`src/rtl/j1_io_pkg.sv`:
```
// Shared constants for the J1 I/O UART: register offsets, status bit positions,
// FSM state encodings and the divisor floor.
package j1_io_pkg;

  localparam logic [15:0] REG_TX     = 16'h0000;
  localparam logic [15:0] REG_RX     = 16'h0002;
  localparam logic [15:0] REG_STATUS = 16'h0004;
  localparam logic [15:0] REG_DIV    = 16'h0006;

  localparam int ST_TX_FULL    = 0;
  localparam int ST_TX_IDLE    = 1;
  localparam int ST_RX_VALID   = 2;
  localparam int ST_RX_OVERRUN = 3;
  localparam int ST_FRAME_ERR  = 4;

  localparam logic [15:0] DIV_MIN = 16'd16;

  typedef enum logic [1:0] {TX_IDLE, TX_START, TX_DATA, TX_STOP} tx_state_t;
  typedef enum logic [1:0] {RX_IDLE, RX_START, RX_DATA, RX_STOP} rx_state_t;

  function automatic logic [15:0] clamp_div(input logic [15:0] value);
    return (value < DIV_MIN) ? DIV_MIN : value;
  endfunction

endpackage

```
`src/rtl/j1_io_fifo.sv`:
```
// Byte-wide TX FIFO. A push into a full FIFO is dropped even when a pop
// frees a slot in the same cycle.
module j1_io_fifo #(
  parameter int DEPTH = 8
) (
  input  logic       clk,
  input  logic       rst,
  input  logic       push,
  input  logic       pop,
  input  logic [7:0] wdata,
  output logic [7:0] rdata,
  output logic       full,
  output logic       empty
);

  localparam int AW = $clog2(DEPTH);

  logic [7:0]    mem [DEPTH];
  logic [AW-1:0] wr_ptr;
  logic [AW-1:0] rd_ptr;
  logic [AW:0]   count;
  logic          do_push;
  logic          do_pop;

  assign full    = (count == (AW+1)'(DEPTH));
  assign empty   = (count == '0);
  assign do_push = push && !full;
  assign do_pop  = pop && !empty;
  assign rdata   = mem[rd_ptr];

  always_ff @(posedge clk) begin
    if (do_push) mem[wr_ptr] <= wdata;
  end

  // Power-of-two depth lets the pointers wrap naturally.
  always_ff @(posedge clk or posedge rst) begin
    if (rst) begin
      wr_ptr <= '0;
      rd_ptr <= '0;
      count  <= '0;
    end else begin
      if (do_push) wr_ptr <= wr_ptr + 1'b1;
      if (do_pop)  rd_ptr <= rd_ptr + 1'b1;
      if (do_push && !do_pop)      count <= count + 1'b1;
      else if (do_pop && !do_push) count <= count - 1'b1;
    end
  end

endmodule

```
`src/rtl/j1_io_uart.sv`:
```
// J1 memory-mapped 8N1 UART: four word registers, TX FIFO, and independent
// TX/RX state machines that latch the baud divisor at each start bit.
module j1_io_uart
  import j1_io_pkg::*;
#(
  parameter logic [15:0] BASE_ADDR = 16'h6400,
  parameter int          TX_DEPTH  = 8,
  parameter logic [15:0] DIV_RESET = 16'd590
) (
  input  logic        sys_clk_i,
  input  logic        sys_rst_i,
  input  logic        io_rd,
  input  logic        io_wr,
  input  logic [15:0] io_addr,
  input  logic [15:0] io_dout,
  output logic [15:0] io_din,
  output logic        io_sel,
  input  logic        uart_rxd,
  output logic        uart_txd
);

  logic hit_tx, hit_rx, hit_stat, hit_div, rx_read;
  logic [15:0] div_reg;
  logic [15:0] status;

  logic       fifo_full, fifo_empty, tx_pop;
  logic [7:0] fifo_rdata;

  tx_state_t  tx_state, tx_next;
  logic [15:0] tx_cnt, tx_div;
  logic [2:0]  tx_bit;
  logic [7:0]  tx_shift;
  logic        tx_tick;

  rx_state_t  rx_state, rx_next;
  logic [1:0]  rx_sync;
  logic        rxd_s, rxd_prev;
  logic [15:0] rx_cnt, rx_div;
  logic [2:0]  rx_bit;
  logic [7:0]  rx_shift, rx_hold;
  logic        rx_half, rx_tick, rx_ok, rx_err;
  logic        rx_valid, rx_overrun, frame_err;

  assign hit_tx   = (io_addr == BASE_ADDR + REG_TX);
  assign hit_rx   = (io_addr == BASE_ADDR + REG_RX);
  assign hit_stat = (io_addr == BASE_ADDR + REG_STATUS);
  assign hit_div  = (io_addr == BASE_ADDR + REG_DIV);
  assign io_sel   = hit_tx || hit_rx || hit_stat || hit_div;
  assign rx_read  = io_rd && hit_rx;
  assign rxd_s    = rx_sync[1];

  always_comb begin
    status                = 16'h0000;
    status[ST_TX_FULL]    = fifo_full;
    status[ST_TX_IDLE]    = fifo_empty && (tx_state == TX_IDLE);
    status[ST_RX_VALID]   = rx_valid;
    status[ST_RX_OVERRUN] = rx_overrun;
    status[ST_FRAME_ERR]  = frame_err;
  end

  always_comb begin
    io_din = 16'h0000;
    if (hit_rx)        io_din = {8'h00, rx_hold};
    else if (hit_stat) io_din = status;
    else if (hit_div)  io_din = div_reg;
  end

  always_ff @(posedge sys_clk_i or posedge sys_rst_i) begin
    if (sys_rst_i)                div_reg <= DIV_RESET;
    else if (io_wr && hit_div)    div_reg <= clamp_div(io_dout);
  end

  j1_io_fifo #(.DEPTH(TX_DEPTH)) u_fifo (
    .clk   (sys_clk_i),
    .rst   (sys_rst_i),
    .push  (io_wr && hit_tx),
    .pop   (tx_pop),
    .wdata (io_dout[7:0]),
    .rdata (fifo_rdata),
    .full  (fifo_full),
    .empty (fifo_empty)
  );

  always_comb begin
    tx_next = tx_state;
    tx_pop  = 1'b0;
    tx_tick = (tx_cnt == tx_div - 16'd1);
    case (tx_state)
      TX_IDLE:  if (!fifo_empty) begin tx_next = TX_START; tx_pop = 1'b1; end
      TX_START: if (tx_tick) tx_next = TX_DATA;
      TX_DATA:  if (tx_tick && tx_bit == 3'd7) tx_next = TX_STOP;
      TX_STOP:  if (tx_tick) begin
                  if (!fifo_empty) begin tx_next = TX_START; tx_pop = 1'b1; end
                  else tx_next = TX_IDLE;
                end
    endcase
  end

  // uart_txd is registered from the current state, so the line trails the FSM
  // by one clock while every bit still lasts exactly tx_div cycles.
  always_ff @(posedge sys_clk_i or posedge sys_rst_i) begin
    if (sys_rst_i) begin
      tx_state <= TX_IDLE;
      tx_cnt   <= '0;
      tx_div   <= DIV_RESET;
      tx_bit   <= '0;
      tx_shift <= '0;
      uart_txd <= 1'b1;
    end else begin
      tx_state <= tx_next;
      uart_txd <= (tx_state == TX_START) ? 1'b0 :
                  (tx_state == TX_DATA)  ? tx_shift[0] : 1'b1;
      if (tx_pop) begin
        tx_shift <= fifo_rdata;
        tx_div   <= div_reg;
        tx_cnt   <= '0;
        tx_bit   <= '0;
      end else if (tx_state != TX_IDLE) begin
        if (tx_tick) begin
          tx_cnt <= '0;
          if (tx_state == TX_DATA) begin
            tx_shift <= tx_shift >> 1;
            tx_bit   <= tx_bit + 3'd1;
          end
        end else begin
          tx_cnt <= tx_cnt + 16'd1;
        end
      end
    end
  end

  always_comb begin
    rx_next = rx_state;
    rx_half = (rx_cnt == (rx_div >> 1) - 16'd1);
    rx_tick = (rx_cnt == rx_div - 16'd1);
    rx_ok   = 1'b0;
    rx_err  = 1'b0;
    case (rx_state)
      RX_IDLE:  if (rxd_prev && !rxd_s) rx_next = RX_START;
      RX_START: if (rx_half) rx_next = rxd_s ? RX_IDLE : RX_DATA;
      RX_DATA:  if (rx_tick && rx_bit == 3'd7) rx_next = RX_STOP;
      RX_STOP:  if (rx_tick) begin
                  rx_next = RX_IDLE;
                  rx_ok   = rxd_s;
                  rx_err  = !rxd_s;
                end
    endcase
  end

  // rx_div tracks div_reg while idle, freezing the value seen at the start bit.
  always_ff @(posedge sys_clk_i or posedge sys_rst_i) begin
    if (sys_rst_i) begin
      rx_state <= RX_IDLE;
      rx_sync  <= 2'b11;
      rxd_prev <= 1'b1;
      rx_cnt   <= '0;
      rx_div   <= DIV_RESET;
      rx_bit   <= '0;
      rx_shift <= '0;
    end else begin
      rx_state <= rx_next;
      rx_sync  <= {rx_sync[0], uart_rxd};
      rxd_prev <= rxd_s;
      if (rx_state == RX_IDLE) begin
        rx_cnt <= '0;
        rx_bit <= '0;
        rx_div <= div_reg;
      end else if ((rx_state == RX_START && rx_half) ||
                   (rx_state != RX_START && rx_tick)) begin
        rx_cnt <= '0;
        if (rx_state == RX_DATA) begin
          rx_shift <= {rxd_s, rx_shift[7:1]};
          rx_bit   <= rx_bit + 3'd1;
        end
      end else begin
        rx_cnt <= rx_cnt + 16'd1;
      end
    end
  end

  // A byte landing on the same edge as a data read wins over the clear.
  always_ff @(posedge sys_clk_i or posedge sys_rst_i) begin
    if (sys_rst_i) begin
      rx_hold    <= '0;
      rx_valid   <= 1'b0;
      rx_overrun <= 1'b0;
      frame_err  <= 1'b0;
    end else begin
      if (rx_read) begin
        rx_valid   <= 1'b0;
        rx_overrun <= 1'b0;
        frame_err  <= 1'b0;
      end
      if (rx_ok) begin
        rx_hold  <= rx_shift;
        rx_valid <= 1'b1;
        if (rx_valid && !rx_read) rx_overrun <= 1'b1;
      end
      if (rx_err) frame_err <= 1'b1;
    end
  end

endmodule

```
`config.mk`:
```
export PLATFORM = sky130hd
export DESIGN_NAME = j1_io_uart
export DESIGN_NICKNAME = d
export VERILOG_FILES = /design/src/rtl/j1_io_pkg.sv /design/src/rtl/j1_io_fifo.sv /design/src/rtl/j1_io_uart.sv
export SDC_FILE = /design/constraint.sdc
export NUM_CORES = 1
export LEC_CHECK = 0
export CORE_MARGIN = 8
export CORE_UTILIZATION = 48
export CTS_BUF_LIST = sky130_fd_sc_hd__clkbuf_4 sky130_fd_sc_hd__clkbuf_8
export DETAILED_ROUTE_END_ITERATION = 8
export PLACE_DENSITY_LB_ADDON = 0.08
export SLEW_MARGIN = 20
export SYNTH_ARGS = -nofsm -noshare
export SYNTH_HDL_FRONTEND = slang
export SYNTH_SLANG_ARGS = --single-unit
export TNS_END_PERCENT = 50
```
`constraint.sdc`:
```
create_clock -name sys_clk_i -period 4.1 [get_ports sys_clk_i]
set_clock_uncertainty 0.15 [all_clocks]
set_input_delay 0.82 -clock sys_clk_i [delete_from_list [all_inputs] [get_ports sys_clk_i]]
set_output_delay 0.82 -clock sys_clk_i [all_outputs]
set_load 0.02 [all_outputs]
```
# ---- Word level (Yosys, flattened, before mapping)
# Memories as Yosys holds them, arrays and structs flattened.
# Index checks and enable logic that the tools add are counted.
dict set report classes {
  magnitude_cmp 1
  n_reduce_logical 41
  bitwise 1
  mux 51
  add_sub_neg 11
  eq_ne 25
}
# cell count
set op_table {}
lappend op_table {{16-bit 2-to-1 mux} 9}
lappend op_table {{16-bit by 15-bit == test with 1-bit output (second input constant)} 4}
lappend op_table {{16-bit == test} 3}
lappend op_table {{16-bit by 1-bit adder with 16-bit output (second input constant)} 2}
lappend op_table {{8-bit 2-to-1 mux} 4}
lappend op_table {{16-bit by 1-bit subtractor with 16-bit output (second input constant)} 2}
lappend op_table {{3-bit 2-to-1 mux} 7}
lappend op_table {{2-bit 2-to-1 mux} 9}
lappend op_table {{2-bit nonzero test} 9}
lappend op_table {{1-bit 2-to-1 mux} 17}
lappend op_table {{16-bit by 5-bit < comparator with 1-bit output (second input constant)} 1}
lappend op_table {{2-bit inequality test (second input constant)} 8}
lappend op_table {{2-bit case mux with 4 select lines} 2}
lappend op_table {{15-bit by 1-bit subtractor with 16-bit output (second input constant)} 1}
lappend op_table {{1-bit logical AND} 14}
lappend op_table {{3-bit by 1-bit adder with 3-bit output (second input constant)} 4}
lappend op_table {{2-bit == test (second input constant)} 4}
lappend op_table {{4-bit 2-to-1 mux} 2}
lappend op_table {{4-bit AND reduction} 2}
lappend op_table {{3-bit == test (second input constant)} 2}
lappend op_table {{1-bit zero test} 6}
lappend op_table {{3-bit AND reduction} 2}
lappend op_table {{4-bit by 1-bit adder with 4-bit output (second input constant)} 1}
lappend op_table {{2-bit by 1-bit == test with 1-bit output (second input constant)} 2}
lappend op_table {{9 further kinds} 13}
dict set report totals {
  memories 1
  mem_bits_rw 64
  input_bits 37
  word_cells 152
  ff_bits 131
}
# name words word_bits read_ports rd_ports_with_merged_regs write_ports line_no
set mem_list {}
lappend mem_list {u_fifo.mem 8 8 1 0 1 j1_io_fifo.sv:18} ;# logic [7:0] mem [DEPTH];

# ---- Longest topological paths before layout
dict set report depth {
  ltp_word 8
  depth_mapped 18
  depth_no_buf 17
}

# ---- By module
# A second synthesis with hierarchy kept.
dict set report hier_totals {
  cells_unflattened 881
  hier_area_um2 10361.2
}
# mod seq_area_each_um2 cells_each n_inst area_each_um2
set modules_own_cells {}
lappend modules_own_cells {j1_io_uart 3051.7 723 1 7223.2}
lappend modules_own_cells {j1_io_fifo 2172.1 158 1 3138.0}

# ---- Worst setup path before layout
# Ideal clock, no wire load.
dict set report synth_timing {
  path_type {register to register}
  startpoint {register tx_div[1]}
  endpoint {register u_fifo.count[3]}
  stages_incl_launch_ff 19
  setup_ps 125
  slack_ps 1
  required_time_ps 3825
  synth_period_minus_slack_ps 4099
  t_arrival_ps 3824
  path_cell_list {dfstp_2 -> inv_1 -> ha_1 -> o21ba_1 -> a221o_1 -> a2111o_1 -> a2111oi_4 -> a41oi_4 -> nor2_8 -> inv_4 -> buf_6 -> ha_1 -> inv_1 -> ha_1 -> a21o_1 -> a21oi_1 -> xnor2_1 -> nor2_1 -> xor2_1}
}
dict set report synth_via {
  elab_chain_cells 8
  word_cells_on_any_way 10
  cone_classes {1 x add/sub; 1 x eq/ne; 3 x mux; 5 x reduce/logical}
}
# element line_no
set synth_rtl {}
lappend synth_rtl {{start, declared} j1_io_uart.sv:30} ;# logic [15:0] tx_cnt, tx_div;
lappend synth_rtl {{start signal, assigned} j1_io_uart.sv:115} ;# tx_div <= div_reg;
lappend synth_rtl {{16-bit by 1-bit subtractor with 16-bit output (*)} j1_io_uart.sv:87} ;# tx_tick = (tx_cnt == tx_div - 16'd1);
lappend synth_rtl {{16-bit == test (*)} j1_io_uart.sv:87}
lappend synth_rtl {{1-bit 2-to-1 mux (*)} j1_io_uart.sv:92} ;# TX_STOP: if (tx_tick) begin
lappend synth_rtl {{1-bit case mux with 2 select lines (*)} j1_io_uart.sv:88} ;# case (tx_state)
lappend synth_rtl {{1-bit logical AND (*)} j1_io_fifo.sv:28} ;# assign do_pop = pop && !empty;
lappend synth_rtl {{1-bit zero test} j1_io_fifo.sv:44} ;# if (do_push && !do_pop) count <= count + 1'b1;
lappend synth_rtl {{1-bit logical AND} j1_io_fifo.sv:44}
lappend synth_rtl {{4-bit 2-to-1 mux or 2-bit nonzero test (tied branches)} -}
lappend synth_rtl {{end signal, assigned} j1_io_fifo.sv:44}
lappend synth_rtl {{end signal, assigned} j1_io_fifo.sv:45} ;# else if (do_pop && !do_push) count <= count - 1'b1;
lappend synth_rtl {{end, declared} j1_io_fifo.sv:21} ;# logic [AW:0] count;
# Every way passes the cells marked *; elsewhere a longest branch is shown, timed or not.
# A chain may end at the register's enable or synchronous reset.

# ---- Worst setup path in the final report
dict set report layout_timing {
  startpoint {input io_addr[13]}
  endpoint {output io_din[8]}
}
dict set report layout_via {
  elab_chain_cells 4
  word_cells_on_any_way 6
  cone_classes {3 x eq/ne; 3 x mux}
}
# element line_no
set layout_rtl {}
lappend layout_rtl {{start, declared} j1_io_uart.sv:14} ;# input logic [15:0] io_addr,
lappend layout_rtl {{16-bit by 15-bit == test with 1-bit output} j1_io_uart.sv:47} ;# assign hit_div = (io_addr == BASE_ADDR + REG_DIV);
lappend layout_rtl {{16-bit 2-to-1 mux} j1_io_uart.sv:65} ;# else if (hit_div) io_din = div_reg;
lappend layout_rtl {{16-bit 2-to-1 mux} j1_io_uart.sv:64} ;# else if (hit_stat) io_din = status;
lappend layout_rtl {{16-bit 2-to-1 mux (*)} j1_io_uart.sv:63} ;# if (hit_rx) io_din = {8'h00, rx_hold};
lappend layout_rtl {{end, declared} j1_io_uart.sv:16} ;# output logic [15:0] io_din,
# Marks and branches as above.

==> implementation parameters <==
Parameter                              Value

Outcome
  Run status    complete, no violations

Critical path
  CP Max Fanout    9
  Endpoint arrival time on the critical path    3.01 ns
  Type of destination of the critical path    output port
  Kind of start point of the critical path    input pin
  Peak per-stage delay on the critical path    ~0.62 ns
  Data required time of the critical path    3.13 ns
  Standard cell with the maximum stage delay on the critical path    sky130_fd_sc_hd__clkdlybuf4s50_1
  Sum of buffers and inverters on the critical path    4
  Category of cells accounting for the largest share of critical-path delay    buffers and inverters
  Crit-path most repeated cell    sky130_fd_sc_hd__clkdlybuf4s50_1
  Critical Setup Path Class    input pin to output port
  Cell chain of the critical path    clkdlybuf4s50_1 -> nor4bb_1 -> nand4_1 -> inv_1 -> nand2_1 -> nor2_1 -> buf_4 -> and2_1 -> clkdlybuf4s50_1

Layout
  Share of post-route cells with drive strength above 1    around a fifth
  Sequential cell area    about 5200 um^2
  Fill cell instance count of the final layout    1753
  Number of nets in the layout    1013
  Count of antenna diodes in the layout    0
  Cell area after layout    11840 um^2
  P&R area growth vs syn    14.20%
  Largest register by flop count    u_fifo.mem
  End-of-flow core utilization    56.15%
  Area of the multi-input gates    ~5000 um^2
  Number of flip-flops in the largest register    64

Placed design
  Worst slack at placement    0.05348 ns
  Placed instance area    11370 um^2
  Routability congestion estimate    0.9012
  DPL Wire Length    18370 um
  Port Buf Inserts    54

Floorplan
  Row count    53
  Vertical die dimension    163.0 um
  Die X-Extent    163.0 um
  Floorplan Core Area    21090 um^2
  IO Pins    55
  Initial standard-cell utilization of the core    between 40 and 50%
  Die footprint    26560 um^2

Power and ir drop
  Standby leakage power    slightly below 0.005 uW
  Worst supply voltage drop on vdd    0.1885 mV
  Ratio of total power to cell area    307.4 nW/um^2

Routing
  Antenna violation net count after detailed routing    0
  Mean number of vias per cell    5.910
  Detailed-route DRC error count    0
  Detailed Route Iter0 Violations    about 530
  Total via count in the routed design    7346
  Iteration count of the initial detailed-routing pass    7
  Average wire per standard cell    around 20 um
  Total Routed Length    25350 um

Timing
  Final period demand of the worst path    3.975 ns
  Final number of setup-violating endpoints    0
  Final worst slack    0.1247 ns
  Fmax    251.6 MHz
  Final TNS setup    0 ns
  Pins Over Slew Limit    0
  Final critical-path share of the clock period    between 90% and 100%
  Worst slew margin relative to its limit    27.80%
  Number of hold violations in the final report    0
  Worst-Margin Slew    1.083 ns

Yosys
  Post-synth top area share    between 20% and 30%
  Number of nets produced by synthesis    950
  Number of synthesized flops with an enable pin    64
  Mapped Area    10370 um^2
  Synthesized netlist cell count    892
  Average footprint of a synthesized cell    11.62 um^2
  Post-synth ARST share    67.18%
  Number of flip-flops and latches in the synthesized netlist    195
  Proportion of synthesized chip area in sequential cells    50.38%
  Most used flip-flop cell after synthesis    sky130_fd_sc_hd__dfrtp_1
  Area contributors post-synth    sky130_fd_sc_hd__dfrtp_1, sky130_fd_sc_hd__edfxtp_1, sky130_fd_sc_hd__dfstp_2
  Count of yosys warnings during synthesis    0
  Number of distinct standard cells referenced by the synthesized netlist    83
  Most area-hungry cell type in the Yosys netlist    sky130_fd_sc_hd__dfrtp_1

Clocking
  H-tree level count    4
  Max clock buf depth    2
  Number of clock sinks    195
  CTS tree    done
  Reg clk slew, reported paths    0.09 ns
  Worst-skew pair later-pin latency    roughly 0.47 ns
  Cts bufs inserted    17
  Hold_buf cts    0
  Clock root cell    sky130_fd_sc_hd__clkbuf_8

Global routing
  Vias in the first global route    7495
  Number of antenna violations at the first check in global routing    2
  Total routing resource utilization after global routing    19.78%
  Pin count of the biggest net entering global routing    between 50 and 60
  Total gr overflow    0
  First-pass GRT wire length    41020 um

Job
  Maximum capacitance violations    0

Hold path
  Classification of the worst-slack hold path    flop to flop
==> kinds of logic (layout without fill, tap and decap cells) <==
| kind of cell | Yosys count | after routing | synth area share, % |
|---|---|---|---|
| compound gates | 135 | 135 | 9.075 |
| xor+xnor | 77 | 77 | 6.649 |
| fa+ha+maj | 21 | 21 | 2.606 |
| buf+inv | 74 | 150 | 2.920 |
| flops | 195 | 195 | 50.38 |
| mux | 97 | 97 | 12.55 |
| simple gates | 293 | 293 | 15.82 |
==> routing by layer <==
metal	GRT usage, %	wire length (um)
met4	5.296	336
met3	3.286	967
met1	26.24	11460
met2	33.01	12570
met5	0	13
==> worst register-to-register path: stages (launching register included) <==
cell and delay, ns:
sky130_fd_sc_hd__dfstp_2 0.43, sky130_fd_sc_hd__or4_4 0.57, sky130_fd_sc_hd__xor2_1 0.18, sky130_fd_sc_hd__or4_4 0.47
sky130_fd_sc_hd__a2111oi_4 0.43, sky130_fd_sc_hd__a41oi_4 0.20, sky130_fd_sc_hd__nor2_8 0.14, sky130_fd_sc_hd__inv_4 0.04
sky130_fd_sc_hd__ha_1 0.22, sky130_fd_sc_hd__inv_1 0.09, sky130_fd_sc_hd__ha_1 0.24, sky130_fd_sc_hd__a21o_1 0.17
sky130_fd_sc_hd__a21oi_2 0.15, sky130_fd_sc_hd__xnor2_1 0.13, sky130_fd_sc_hd__nor2_1 0.07, sky130_fd_sc_hd__xor2_1 0.15
==> power by group <==
part,internal [uW],switching (uW)
sequential,2040,56.8
combinational,125,127
clock,520,773
==> stage by stage <==
step | instances | hold WS (ns) | power [uW]
global placement | 1210 | 0.1972 | 2376
global route | 1243 | 0.2211 | 3775
detailed placement | 1210 | 0.2064 | 2386
finish | 1243 | 0.2181 | 3640
CTS | 1242 | 0.2204 | 3668
floorplan | 892 | 0.1952 | 2285
==> path summary, 6_finish.rpt <==
kind | startpoint | endpoint | slack, ns | cells past startpoint
worst max-delay path | io_addr[13] | io_din[8] | 0.12 | 9
worst max register to register | tx_div[9] | u_fifo.count[3] | 0.18 | 15
min in group asynchronous | sys_rst_i | rx_cnt[15] | 0.63 | 2
max in group asynchronous | sys_rst_i | tx_div[6] | 2.35 | 3
worst min-delay path | rx_sync[0] | rx_sync[1] | 0.22 | 0
worst min register to register | rx_sync[0] | rx_sync[1] | 0.22 | 0
==> synthesized netlist by cell type, drive strengths merged, types with 14 or more instances <==
master and n:
a21oi 29, a31oi 22, and3 15, buf 14, clkbuf 37, dfrtp 112
dfstp 19, edfxtp 64, ha 20, inv 22, mux2 71, mux4 16
nand2 61, nand3 33, nor2 45, nor3 39, nor4 22, o21ai 31
xnor2 44, xor2 32
==> layout make-up <==
| type | instances | area share [%] |
|---|---|---|
| Multi-Input combinational cell | 623 | 41.34 |
| Clock inverter | 15 | 1.500 |
| Clock buffer | 17 | 1.976 |
| Inverter | 23 | 0.7819 |
| Tap cell | 275 | 2.906 |
| Sequential cell | 195 | 44.12 |
| Timing Repair Buffer | 95 | 7.375 |
==> timing repair <==
action,CTS,global route
hold endpoints to repair,0,0
setup buffers,0,1
gates resized for setup,0,12
setup endpoints to repair,0,1
==> cell usage in the layout, fill, tap and decap left out, drive strengths merged, types with 11 or more instances in the layout <==
cell type	instances
a21oi	29
a31oi	22
and2	13
and3	15
buf	41
clkbuf	17
clkdlybuf4s50	54
dfrtp	112
dfstp	19
edfxtp	64
ha	20
inv	29
mux2	71
mux4	16
nand2	61
nand3	33
nand4	11
nor2	45
nor3	39
nor4	22
o21ai	31
xnor2	44
xor2	32
(Power assumes the default switching activity.)
